File: src/rtl/memory_bus_arbiter.sv
// memory_bus_arbiter: round-robin N-master to single-slave request arbiter with read-response routing
module memory_bus_arbiter #(
   parameter int NUM_MASTERS     = 4,
   parameter int DATA_WIDTH      = 24,
   parameter int ADDRESS_WIDTH   = 32,
   parameter int MASTER_ID_WIDTH = 8,
   parameter int MAX_OUTSTANDING = 4
) (
   input  logic                                   clock,
   input  logic                                   reset,
   input  logic [NUM_MASTERS*ADDRESS_WIDTH-1:0]   mAddress,
   input  logic [NUM_MASTERS*DATA_WIDTH-1:0]      mData,
   input  logic [NUM_MASTERS-1:0]                 mWrite,
   input  logic [NUM_MASTERS-1:0]                 mValid,
   output logic [NUM_MASTERS-1:0]                 mReady,
   output logic [DATA_WIDTH-1:0]                  mRespData,
   output logic [NUM_MASTERS-1:0]                 mRespValid,
   input  logic [NUM_MASTERS-1:0]                 mRespReady,
   output logic [MASTER_ID_WIDTH-1:0]             msID,
   output logic [ADDRESS_WIDTH-1:0]               msAddress,
   output logic [DATA_WIDTH-1:0]                  msData,
   output logic                                   msWrite,
   output logic                                   msValid,
   input  logic                                   msReady,
   input  logic [MASTER_ID_WIDTH-1:0]             smID,
   input  logic [DATA_WIDTH-1:0]                  smData,
   input  logic                                   smValid,
   output logic                                   smReady,
   output logic [7:0]                             dropCount
);
   localparam int PW = $clog2(NUM_MASTERS);
   localparam int OW = $clog2(MAX_OUTSTANDING + 1);

   logic                       vld_q, vld_d;
   logic [MASTER_ID_WIDTH-1:0] id_q, id_d;
   logic [ADDRESS_WIDTH-1:0]   addr_q, addr_d;
   logic [DATA_WIDTH-1:0]      data_q, data_d;
   logic                       wr_q, wr_d;
   logic [PW-1:0]              ptr_q, ptr_d;
   logic [7:0]                 drop_q, drop_d;
   logic [OW-1:0]              out_q [NUM_MASTERS];
   logic [OW-1:0]              out_d [NUM_MASTERS];
   logic [NUM_MASTERS-1:0]     elig, inc, dec;
   logic                       found, load, grant, hit, resp_hs;
   logic [PW-1:0]              win, rid, idx;
   int                         t;

   assign load      = !vld_q || msReady;
   assign grant     = load && found && !reset;
   assign mReady    = NUM_MASTERS'(grant) << win;
   assign hit       = {1'b0, smID} < (MASTER_ID_WIDTH+1)'(NUM_MASTERS);
   assign rid       = smID[PW-1:0];
   assign smReady   = hit ? mRespReady[rid] : 1'b1;
   assign resp_hs   = smValid && smReady;
   assign mRespData = smData;
   assign msValid   = vld_q;
   assign msID      = id_q;
   assign msAddress = addr_q;
   assign msData    = data_q;
   assign msWrite   = wr_q;
   assign dropCount = drop_q;

   genvar i;
   generate
      for (i = 0; i < NUM_MASTERS; i++) begin : g_m
         assign elig[i]       = mValid[i] && (mWrite[i] || out_q[i] < OW'(MAX_OUTSTANDING));
         assign mRespValid[i] = smValid && hit && rid == PW'(i);
         assign inc[i]        = grant && win == PW'(i) && !mWrite[i];
         assign dec[i]        = resp_hs && hit && rid == PW'(i);
      end
   endgenerate

   // winner search from the pointer upward; the downward loop lets the nearest eligible master overwrite
   always_comb begin
      found = 1'b0;
      win   = '0;
      t     = 0;
      idx   = '0;
      for (int k = NUM_MASTERS - 1; k >= 0; k--) begin
         t   = int'(ptr_q) + k;
         t   = t >= NUM_MASTERS ? t - NUM_MASTERS : t;
         idx = PW'(t);
         if (elig[idx]) begin
            found = 1'b1;
            win   = idx;
         end
      end
   end

   // request slot, pointer and drop counter next state
   always_comb begin
      vld_d  = load ? found : vld_q;
      id_d   = grant ? MASTER_ID_WIDTH'(win) : id_q;
      addr_d = grant ? mAddress[win*ADDRESS_WIDTH +: ADDRESS_WIDTH] : addr_q;
      data_d = grant ? mData[win*DATA_WIDTH +: DATA_WIDTH] : data_q;
      wr_d   = grant ? mWrite[win] : wr_q;
      ptr_d  = grant ? (win == PW'(NUM_MASTERS - 1) ? '0 : win + 1'b1) : ptr_q;
      drop_d = (smValid && !hit && drop_q != 8'hFF) ? drop_q + 8'd1 : drop_q;
   end

   // unanswered-read counters; a simultaneous grant and response cancel out
   always_comb begin
      for (int m = 0; m < NUM_MASTERS; m++)
         out_d[m] = out_q[m] + OW'(inc[m]) - OW'(dec[m]);
   end

   // state registers; reset discards any in-flight slot
   always_ff @(posedge clock) begin
      vld_q  <= reset ? 1'b0 : vld_d;
      ptr_q  <= reset ? '0 : ptr_d;
      drop_q <= reset ? '0 : drop_d;
      id_q   <= id_d;
      addr_q <= addr_d;
      data_q <= data_d;
      wr_q   <= wr_d;
      for (int m = 0; m < NUM_MASTERS; m++)
         out_q[m] <= reset ? '0 : out_d[m];
   end
endmodule
File: config.mk
export PLATFORM = sky130hd
export DESIGN_NAME = memory_bus_arbiter
export DESIGN_NICKNAME = d
export VERILOG_FILES = /design/src/rtl/memory_bus_arbiter.sv
export SDC_FILE = /design/constraint.sdc
export NUM_CORES = 1
export LEC_CHECK = 0
export CAP_MARGIN = 30
export CORE_AREA = 2 2 146 148
export CTS_CLUSTER_SIZE = 30
export DETAILED_ROUTE_END_ITERATION = 10
export DIE_AREA = 0 0 148 150
export PLACE_DENSITY_LB_ADDON = 0.08
export SYNTH_ARGS = -nofsm -noshare
export SYNTH_HDL_FRONTEND = slang
export SYNTH_SLANG_ARGS = --single-unit
File: constraint.sdc
create_clock -name clock -period 4.9 [get_ports clock]
set_input_delay 0.735 -clock clock [delete_from_list [all_inputs] [get_ports clock]]
set_output_delay 0.735 -clock clock [all_outputs]
set_load 0.01 [all_outputs]
Word-level counts from Yosys, hierarchy flattened
Memory sizes are Yosys's and may differ from the RTL's.
Cells that the tools add are included.

cells by class
  $mul = 1
  shift-type cells = 3
  mux-type cells = 30
  $lt $le $gt $ge = 15
  equal/unequal tests = 7
  $add $sub $neg = 17
  reduce and logical (&&, ||, !) cells = 41

operator list
  kind                                                                    number
  128-bit by 8-bit variable part select with 32-bit output                1
  96-bit by 8-bit variable part select with 24-bit output                 1
  1-bit logical AND                                                       27
  2-bit by 3-bit < comparator with 1-bit output (second input constant)   6
  2-bit two-way mux                                                       9
  3-bit by 1-bit adder with 3-bit output                                  4
  1-bit binary-select mux with 2-bit select                               6
  3-bit < comparator (second input constant)                              4
  3-bit two-way mux                                                       4
  3-bit by 1-bit subtractor with 3-bit output                             4
  1-bit two-way mux                                                       11
  3-bit >= comparator (second input constant)                             3
  8-bit by 1-bit adder with 8-bit output (second input constant)          1
  2-bit equality test (second input constant)                             4
  8-bit by 3-bit < comparator with 1-bit output (second input constant)   1
  8-bit inequality test (second input constant)                           1
  2-bit by 1-bit subtractor with 2-bit output (second input constant)     4
  1-bit zero test                                                         7
  2-bit by 2-bit adder with 3-bit output (second input constant)          2
  1-bit logical OR                                                        5
  2-bit by 1-bit equality test with 1-bit output (second input constant)  2
  2-bit zero test                                                         2
  2-bit by 2-bit multiplier with 4-bit output (second input constant)     1
  1-bit by 2-bit left shift with 4-bit output                             1
  other kinds (3)                                                         3

word-level totals
  logic and storage cells = 122
  bits of input ports = 272
  memories kept = 1
  RAM bits = 12
  flip-flop bits (word level) = 70
  output and inout port bits = 107

memory list
  name   depth  bits a word  rd ports  clocked after Yosys merged registers in  write ports  RTL line  source
  out_q  4      3            4         0                                        4            41        logic [OW-1:0] out_q [NUM_MASTERS];

Logic depth before layout (Yosys ltp)
An unclocked memory read counts as a cell.

  depth in word-level cells = 17
  depth in mapped cells = 15
  mapped depth without buffers = 13

Least setup slack after synthesis
No wires, ideal clock.

  kind = in2out
  start point = in mWrite[2]
  end point = out mReady[2]
  required time = 4.165 ns
  stages on the path = 6
  slack = 1.249 ns
  path buffers = 1
  arrival = 2.916 ns
  path through = nand2b_1 -> nand2_1 -> a31o_2 -> clkbuf_1 -> inv_1 -> and3_1

on the way
  cells in the longest elaborated chain, start to end = 11
  elaborated cells on any way between the ends = 21
  those cells by class = shift: 1; mux: 16; reduce/logical: 4

ends and longest elaborated chain
  what                                           RTL line  source
  from (decl)                                    13        input logic [NUM_MASTERS-1:0] mWrite,
  1-bit logical OR *                             66        assign elig[i] = mValid[i] && (mWrite[i] || out_q[i] < OW'(MAX_OUTSTANDING));
  1-bit logical AND *                            66
  1-bit binary-select mux with 2-bit select      83        if (elig[idx]) begin
  1-bit two-way mux (implied by the code)        83
  1-bit two-way mux (4 in series)                83
  1-bit logical AND (2 in series)                49        assign grant = load && found && !reset;
  1-bit by 2-bit left shift with 4-bit output *  50        assign mReady = NUM_MASTERS'(grant) << win;
  to (decl)                                      15        output logic [NUM_MASTERS-1:0] mReady,

Every way passes the cells marked *; elsewhere a longest branch is shown, timed or not. The select of a mux whose other input is x is not followed.

Worst setup path after layout
  start point = in mWrite[0]
  end point = out mReady[0]

on the way
  elaborated cells on any way between the ends = 21
  those cells by class = shift: 1; mux: 16; reduce/logical: 4

RTL lines
  what                                           RTL line  source
  1-bit logical OR *                             66
  1-bit logical AND *                            66
  1-bit binary-select mux with 2-bit select      83
  1-bit two-way mux (implied by the code)        83
  2-bit two-way mux (3 in series)                83
  2-bit two-way mux *                            83
  net win[0]                                     45        logic [PW-1:0] win, rid, idx;
  1-bit by 2-bit left shift with 4-bit output *  50

Mark *: on every way through the listed nets, which the timed path passes. The rest lies on a longest branch. The select of a mux whose other input is x is not followed.

==> impl_summary.md <==
Route
In the routed layout, each cell is associated on average with a via count of 4.47. The via count is 4087. After detailed routing, the number of remaining DRC violations is 0.

The final layout contains routed wiring with a total length of 18900 microns. The detailed router finished its first iteration with 148 violations. The detailed-routing iteration count for the pre-antenna-repair pass is 4. The detail route stage leaves a number of antenna-violating nets equal to 0.

The detailed-route wire length per cell is 20.7 microns.

Critical path
The category of the worst setup path launch point is a primary input. The endpoint arrival time on the critical path is 3.27 ns. The maximum fanout count along the critical path is 23. The data required time of the critical path is 4.16 ns.

The setup path with the least slack is of type in2out. STA classifies the critical path endpoint as an output pin.

Clock tree
The clock tree buffer depth is 2. The number of buffers added by the clock tree synthesis step is 9. At the later pin of the worst-skew pair, clock insertion delay measures 0.34 ns. The total number of clock tree sinks is 82. The root cell of the clock tree is sky130_fd_sc_hd__clkbuf_16. Clock-pin slew was measured on the worst setup and hold paths at 0.06 ns.

The clock tree from TritonCTS is done. The depth of the CTS H-tree is 3. The quantity of hold-fixing buffers added after cts is 0. The number of buffers added for setup after CTS is 0. Post-CTS repair changed the size of 0 cells.

Power
The worst supply voltage drop on vdd is 0.152 mV. Of the total power, the clock network draws 0.250. The overall power consumption is 2.57 mW.

The portion of total power attributed to sequential cells is 0.359. Of the total power, the share spent switching nets is 0.280. The switching component of the power is 721 uW.

The internal portion of the total power is 1.85 mW. The reported leakage power is 2.97 nW. The combinational group share of total power is 0.392. The power density over the cells is 304 mW/mm^2.

Status
The run finished with clean final reports.

Yosys
By area the synthesized netlist is led by sky130_fd_sc_hd__edfxtp_1, sky130_fd_sc_hd__mux4_2, sky130_fd_sc_hd__dfxtp_1. The share of synthesized area in the top cell type comes to 0.356. Ranked by instance count, the synthesized netlist is headed by sky130_fd_sc_hd__edfxtp_1, sky130_fd_sc_hd__mux4_2, sky130_fd_sc_hd__buf_4. In this run the mean area of a mapped cell was 14.8 sq um. Synthesis inferred 82 register bits. The sequential element share of the synthesized area is 0.448.

The count of flip-flops with a built-in enable after synthesis is 59. The total of warnings raised by yosys is 0. After synthesis the cells add up to 0.00498 sq mm. The cell taking the most area after synthesis is sky130_fd_sc_hd__edfxtp_1. The async set or reset register ratio after synthesis is 0. The dominant cell by count in the synthesized netlist is sky130_fd_sc_hd__edfxtp_1. Among all flip-flop cells after synthesis, the most frequent one is sky130_fd_sc_hd__edfxtp_1.

After synthesis, the netlist uses 50 different library cells. Synthesis produced a netlist whose cell count is 336.

STA
After layout, the minimum clock period comes to 4.00 ns. The number of endpoints failing setup at the final stage is 0. At the pin with the least slew margin, the transition time is 0.879 ns.

In the finished design, the share of the clock period the worst path needs comes to 0.817. Setup repair after global routing left no endpoint under its margin. The worst pin sits at a relative slew slack of 0.414. The fmax is 250 MHz. The sum of negative setup slack is 0 ns.

The final number of max-transition violations is 0. The worst setup skew after layout is 0.0120 ns. The final hold violation count came to 0.

Final layout
Once layout is complete, the utilization of the core stands at 0.409. The final net count is 920. Summing all multi-input logic gate instances after layout gives 0.00226 sq mm. The antenna diode count is 0. The layout has 1971 filler cells. The fraction of final layout cells with drive strength greater than 1 is 0.138. The growth of design area from synthesis to finish is 70.0%. The combined flip-flop and latch cell area is 0.00223 sq mm. The final cell count without fillers is 914.

Place
Counting tap cells, the placed design contains a total of 898 instances. The congestion estimate from routability-driven global placement came to 0.829. The number of I/O port buffers is 324. The wire-length estimate of the detail-placed layout is 14900 microns.

Floorplanning
For this configuration, the core starts out at a cell density of 0.241. The floorplan has 53 rows. The placeable core region is 0.0207 sq mm.

The total I/O pin count is 379. The area of the die is 0.0222 sq mm. The die span in x is 148 microns. Measured along the y axis, the die boundary spans 150 microns.

Run
Max-cap violations in this run came to 0.

GRT
The first global-routing pass estimated 27000 microns of wire. After global routing the overflow that remains totals 0. The number of antenna violations at the first check in global routing is 0.

Entering global routing, the biggest net connects 60 pins. The number of global-route vias before repair is 4262. Across every metal layer, demand over resource in global routing totals 0.165.

Worst hold path
In this run the worst hold path is classified as reg2reg.
==> per-stage QoR <==
stage / hold slack [ns] / area (sq um) / setup slack [ns]
floorplan: 0.484 / 5000 / 1.25
global placement: 0.509 / 8200 / 0.887
detailed placement: 0.503 / 8200 / 0.852
CTS: 0.514 / 8470 / 0.838
global route: 0.539 / 8470 / 0.732
finish: 0.513 / 8470 / 0.896
==> metal layers <==
metal  wire, microns  share of wire  GRT usage
met1            7260           0.38      0.190
met2            9700           0.51      0.290
met3            1680          0.089     0.0671
met4             279          0.015     0.0371
met5               0              0          0
==> power by group through the flow <==
stage | clock, mW | combinational, mW | sequential, mW
after floorplan | 0 | 0.593 | 0.980
after global placement | 0 | 1.01 | 0.937
after detailed placement | 0 | 1.03 | 0.937
after CTS | 0.676 | 1.04 | 0.922
after global routing | 0.697 | 1.08 | 0.930
final | 0.642 | 1.01 | 0.922
==> cell families (layout without fill, tap and decap cells) <==
family	count (synthesis)	in the layout	share of synthesized area
multiplexers	58	58	0.260
other	1	6	0.000753
adder cells (fa/ha/maj)	14	14	0.0412
AND/OR/NAND/NOR	78	78	0.0912
flip-flops	82	82	0.448
AO/OA/AOI/OAI	20	20	0.0314
XOR/XNOR	14	14	0.0246
buffers and inverters	69	367	0.103
==> area by class of cell <==
class                           count  share of cell area
Inverter                           23              0.0102
Clock buffer                       10              0.0270
Sequential cell                    82               0.264
Timing Repair Buffer              328               0.386
Multi-Input combinational cell    190               0.267
Clock inverter                      6             0.00502
Tap cell                          275              0.0406
==> registers in the layout, indices dropped and copies added (netlist names) <==
signal / flops
msID: 2
out_q: 12
msData: 24
dropCount: 8
msAddress: 32
msWrite: 1
ptr_q: 2
msValid: 1
==> placed cells by master, fill, tap and decap left out, drive strengths merged, types with 2 or more instances in the layout <==
cell,instances
clkdlybuf4s50,324
edfxtp,59
mux4,57
inv,24
dfxtp,23
nor2,16
xnor2,13
nor2b,10
nand2,10
ha,10
clkbuf,10
nor3,8
nand2b,7
conb,6
nand3,5
and2,5
nor3b,4
o21ai,4
fa,4
buf,4
nor4,4
clkinv,4
a21oi,3
and4,2
a211oi,2
nor4b,2
==> worst paths after layout <==
| check | start | endpoint | cells after the start | slack (ns) |
|---|---|---|---|---|
| setup reg to reg | out_q[3][2]$_SDFF_PP0_ | msData[4]$_DFFE_PN_ | 6 | 1.85 |
| hold / removal | dropCount[1]$_SDFFE_PP0P_ | dropCount[1]$_SDFFE_PP0P_ | 2 | 0.51 |
| hold reg to reg | dropCount[1]$_SDFFE_PP0P_ | dropCount[1]$_SDFFE_PP0P_ | 2 | 0.51 |
| setup / recovery | mWrite[0] | mReady[0] | 8 | 0.90 |
==> worst max-delay path, stage by stage <==
cell	delay [ns]
sky130_fd_sc_hd__clkdlybuf4s50_1	0.57
sky130_fd_sc_hd__inv_1	0.06
sky130_fd_sc_hd__a221o_1	0.32
sky130_fd_sc_hd__a21oi_2	0.17
sky130_fd_sc_hd__or2_4	0.43
sky130_fd_sc_hd__inv_2	0.12
sky130_fd_sc_hd__nor3_1	0.26
sky130_fd_sc_hd__clkdlybuf4s50_1	0.59
No activity file was read; power rests on OpenSTA's default activity.
==> variant 1, RTL diff (same flow settings) <==
`MAX_OUTSTANDING`: 4 -> 8.
--- a/src/rtl/memory_bus_arbiter.sv
+++ b/src/rtl/memory_bus_arbiter.sv
@@ -4,7 +4,7 @@
    parameter int DATA_WIDTH      = 24,
    parameter int ADDRESS_WIDTH   = 32,
    parameter int MASTER_ID_WIDTH = 8,
-   parameter int MAX_OUTSTANDING = 4
+   parameter int MAX_OUTSTANDING = 8
 ) (
    input  logic                                   clock,
    input  logic                                   reset,
Function: changed (Yosys sat finds a counterexample within 10 cycles, from zero or initial values and one cycle with reset high).
==> variant 1 against the original RTL <==
- wire length increased by 26%
- area after synthesis is 22% higher
- sequential cell count is 4 higher
- power grew 16%
- cell count rose by 29%
- worst setup slack better by 100 ps
- global-route usage is 3.6 points higher
- design area up 12%
- synthesized cell count increased by 92%
==> variant 1: results (changes against the original RTL) <==
Worst setup path
  • Worst reg-to-reg setup slack: 2160 ps (+310 ps)
  • Worst R2R End: out_q[0][1]$_SDFF_PP0_
  • Critical Path Source: mWrite[0]
  • Delay-heaviest family, CP: buffers and inverters
  • Worst path arrival time: 3170 ps (-100 ps)
  • Worst r2r src: out_q[0][3]$_SDFF_PP0_
  • CP Max Fanout: 31 (+35%)
  • FF-to-FF path depth: 9 (+3)

Yosys
  • Main flop type after synthesis: edfxtp_1
  • Commonest cells post-synth: 116 x o21ai_0, 114 x a32oi_1, 62 x nand3_1
  • Xor/xnor cell area share of the yosys netlist: 0.0260 (+0.00139)
  • Synth cell types: 55 (+10%)
  • Leading post-synthesis cells by cell area: edfxtp_1 29%, a32oi_1 16%, o21ai_0 9.6%
  • Post-synth EDFFs: 59 (unchanged)
  • Yosys warnings: 0 (unchanged)
  • Synth Area in Adders: 0.0504 (+0.00917)
  • Sequential share of the synthesized area: 0.381 (-0.0667)
  • Mux cell area share after synthesis: 0.00371 (-0.256)
  • Compound-Gate Fraction of Synth Area: 0.293 (+0.262)

Placement
  • Placed inst area: 9180 um2 (+12%)
  • Post-DP HPWL: 16,500 um (+11%)
  • Setup WS pre-CTS: 997 ps (+144 ps)
  • GPL Wtd Cong: 0.887 (+7.0%)

Timing
  • Max_slew headroom: 0.495 (+0.0807)
  • Clock skew: 6.06 ps (-5.92 ps)
  • Final Critical Period: 3900 ps (-101 ps)
  • Setup violators final: 0 (unchanged)

Route
  • First-pass detailed-route iteration total: 5 (+1)
  • Post-DR wirelength/cell: 20.2 um (-2.3%)
  • Initial DRC Count: 310 (+110%)
  • Vias: 6,479 (+59%)

Layout
  • Layout Utilization: 0.459 (+0.0491)
  • Final nets: 1,193 (+30%)
  • Share of cells above drive strength 1: 0.0509 (-0.0868)
  • Number of flip-flops in the largest register: 32 (unchanged)
  • Filler cells: 2,002 (+1.6%)

Global routing
  • First-pass GRT wire length: 35,200 um (+30%)
  • Vias in the first global route: 6,380 (+50%)
  • Initial antenna violation count: 1 (+1)
  • Largest net degree at the start of global routing: 116 (+93%)
  • GRT Overall Usage: 0.202 (+0.0363)

Pwr
  • PwrDens: 314 nW/um2 (+3.6%)
  • P_leak: 0.00317 uW (+6.6%)
  • Int Pwr: 1900 uW (+2.8%)
  • Clk pwr: 614 uW (-4.4%)
  • Peak VDD IR: 327 uV (+120%)
  • P_comb: 1390 uW (+38%)

CTS
  • Post-CTS Setup Inserts: 0 (unchanged)
  • CTS clk-pin slew, worst paths: 60 ps (about the same)
  • H-Tree Depth: 3 (unchanged)

Status
  • Status: completed

Hold path
  • Hold EP: dropCount[1]$_SDFFE_PP0P_
==> variant 1: layer usage <==
metal	track usage	share of wire	vias up
met5	0	0	-
met4	0.0748	0.024	0
met3	0.0412	0.076	41
met2	0.360	0.50	331
met1	0.239	0.40	3111
li1	-	-	2996
==> variant 1: worst min-delay path, stage by stage (launching register included) <==
cell,delay (ps)
dfxtp_1,340
o21ai_0,80
a21oi_1,70
==> variant 1: logic make-up after synthesis <==
group / after synthesis
compound gates: 251
xor+xnor: 18
fa+ha+maj: 22
buf+inv: 127
flops: 86
mux: 1
other cells: 1
simple gates: 140
==> variant 1: area by class of cell <==
class                      instances  area share
tap                              275      0.0363
sequential                        86       0.244
antenna                            1    0.000264
timing repair buffer             338       0.357
inverter                          26      0.0103
clock inverter                     3     0.00132
multi-input combinational        438       0.326
clock buffer                      12      0.0249
==> variant 1: stage by stage <==
stage / hold slack, ps / cells
floorplan: 527 / 651
global placement: 506 / 1161
detailed placement: 517 / 1161
CTS: 526 / 1176
global route: 577 / 1179
finish: 529 / 1179
==> variant 2, RTL diff (same settings) <==
Made on the original files. Put one more register stage on the output `dropCount`. The value now appears one clock later. The other outputs are not delayed to match.
--- a/src/rtl/memory_bus_arbiter.sv
+++ b/src/rtl/memory_bus_arbiter.sv
@@ -58,7 +58,9 @@
    assign msAddress = addr_q;
    assign msData    = data_q;
    assign msWrite   = wr_q;
-   assign dropCount = drop_q;
+   always_ff @(posedge clock) begin
+      dropCount <= drop_q;
+   end
 
    genvar i;
    generate
Behaviour: not the same (Yosys sat finds a counterexample within 4 cycles, from zero or initial values and one cycle with reset high).
==> variant 2 against the original RTL <==
- die area is the same
- worst setup slack gained 100 ps
- design area is 3.0% higher
- sequential cell count grew 8
- maximum frequency increased by 2.7%
- count of clock-buffer cells in the layout rose by 3
- via count grew 1.7%
- largest cell class unchanged
- non-clock buffer count is 2 higher
- power is 8.1% higher
- critical path depth shrank 1
- sequential power rose by 6.9%
- critical path type unchanged
- wire length rose by 2.3%
- area after synthesis increased by 3.2%
- first-iteration DRC count shrank 16%
==> variant 2: results (changes against the original RTL) <==
Layout
  • Number of flip-flops in the largest register: 32 (unchanged)
  • Non-clock buffers: 330 (+0.61%)
  • Filler cells: 1,927 (-2.2%)
  • Layout clock buffers: 13 (+3)
  • Final nets: 930 (+1.1%)
  • Share of cells above drive strength 1: 0.142 (+0.00404)
  • Non-filler instance count after layout: 924 (+1.1%)
  • Sequential cell area: 2390 um2 (+7.2%)
  • Fraction of area in multi-input gates: 0.259 (-0.00774)
  • Data buffer area share: 0.379 (-0.00718)
  • Layout Utilization: 0.422 (+0.0122)
  • Clock-cell share: 0.0377 (+0.00567)

Worst setup path
  • FF-to-FF path depth: 6 (unchanged)
  • CP Max Fanout: 18 (-22%)
  • Critical Path Max Stage Delay: 560 ps (-30 ps)
  • Delay-heaviest family, CP: simple AND/OR/NAND/NOR gates

Timing
  • Worst Max-Slew Pin Slew: 909 ps (+30.5 ps)
  • Clock skew: 7.37 ps (-4.61 ps)

Route
  • Met1 WL: 7190 um (-1.0%)
  • Vias: 4,156 (+1.7%)
  • Routed wl met3: 1580 um (-5.6%)
  • Total Wirelength: 19,400 um (+2.3%)
  • Initial DRC Count: 124 (-16%)
  • Top Layer Used: met4
  • Met2 wire length: 10,400 um (+7.1%)

Yosys
  • Leading post-synthesis cells by cell area: edfxtp_1 34%, mux4_2 25%, dfxtp_1 12%
  • Synthesized area per cell: 14.9 um2 (+0.81%)
  • Sequential share of the synthesized area: 0.465 (+0.0172)
  • Commonest cells post-synth: 59 x edfxtp_1, 57 x mux4_2, 31 x dfxtp_1

CTS
  • TritonCTS Buffers: 9 (unchanged)
  • CTS sink count: 90 (+9.8%)
  • CTS Buffer Depth: 2 (unchanged)
  • H-Tree Depth: 3 (unchanged)

Placement
  • Dpl cells: 908 (+1.1%)
  • Post-DP HPWL: 15,300 um (+2.7%)
  • GPL Wtd Cong: 0.827 (-0.24%)
  • Placed inst area: 8390 um2 (+2.4%)
  • Setup WS pre-CTS: 976 ps (+124 ps)

Global routing
  • Met1 usage: 0.192 (+0.00203)
  • First-pass GRT wire length: 27,800 um (+2.6%)
  • GRT Overall Usage: 0.170 (+0.00414)
  • Grt peak-use layer: met2
  • GR Util met2: 0.309 (+0.0194)
  • Met3 Usage GRT: 0.0518 (-0.0152)

Pwr
  • P_leak: 0.00309 uW (+3.9%)
  • Peak VDD IR: 146 uV (-3.7%)

Floorplanning
  • Cell row count: 53 (unchanged)

Hold path
  • Worst Hold Depth: 0 (-2)

Status
  • Status: completed
==> variant 2: worst paths after layout <==
kind,startpoint,end,slack [ps]
hold / removal,drop_q[1]$_SDFFE_PP0P_,dropCount[1]$_DFF_P_,390
setup / recovery,mWrite[0],mReady[2],1000
hold reg to reg,drop_q[1]$_SDFFE_PP0P_,dropCount[1]$_DFF_P_,390
setup reg to reg,out_q[1][2]$_SDFF_PP0_,msData[4]$_DFFE_PN_,2120
==> variant 2: where the power goes <==
part	total, uW	internal, uW	switching (uW)
logic	1020	631	391
clock network	771	461	310
registers	986	956	29.6
total	2780	2050	731
==> variant 2: cell families after synthesis <==
| kind of cell | count (synthesis) | synth area share |
|---|---|---|
| adder cells (fa/ha/maj) | 14 | 0.0399 |
| multiplexers | 58 | 0.252 |
| AO/OA/AOI/OAI | 20 | 0.0304 |
| flip-flops | 90 | 0.465 |
| other | 1 | 0.000729 |
| buffers and inverters | 69 | 0.0998 |
| AND/OR/NAND/NOR | 78 | 0.0883 |
| XOR/XNOR | 14 | 0.0238 |
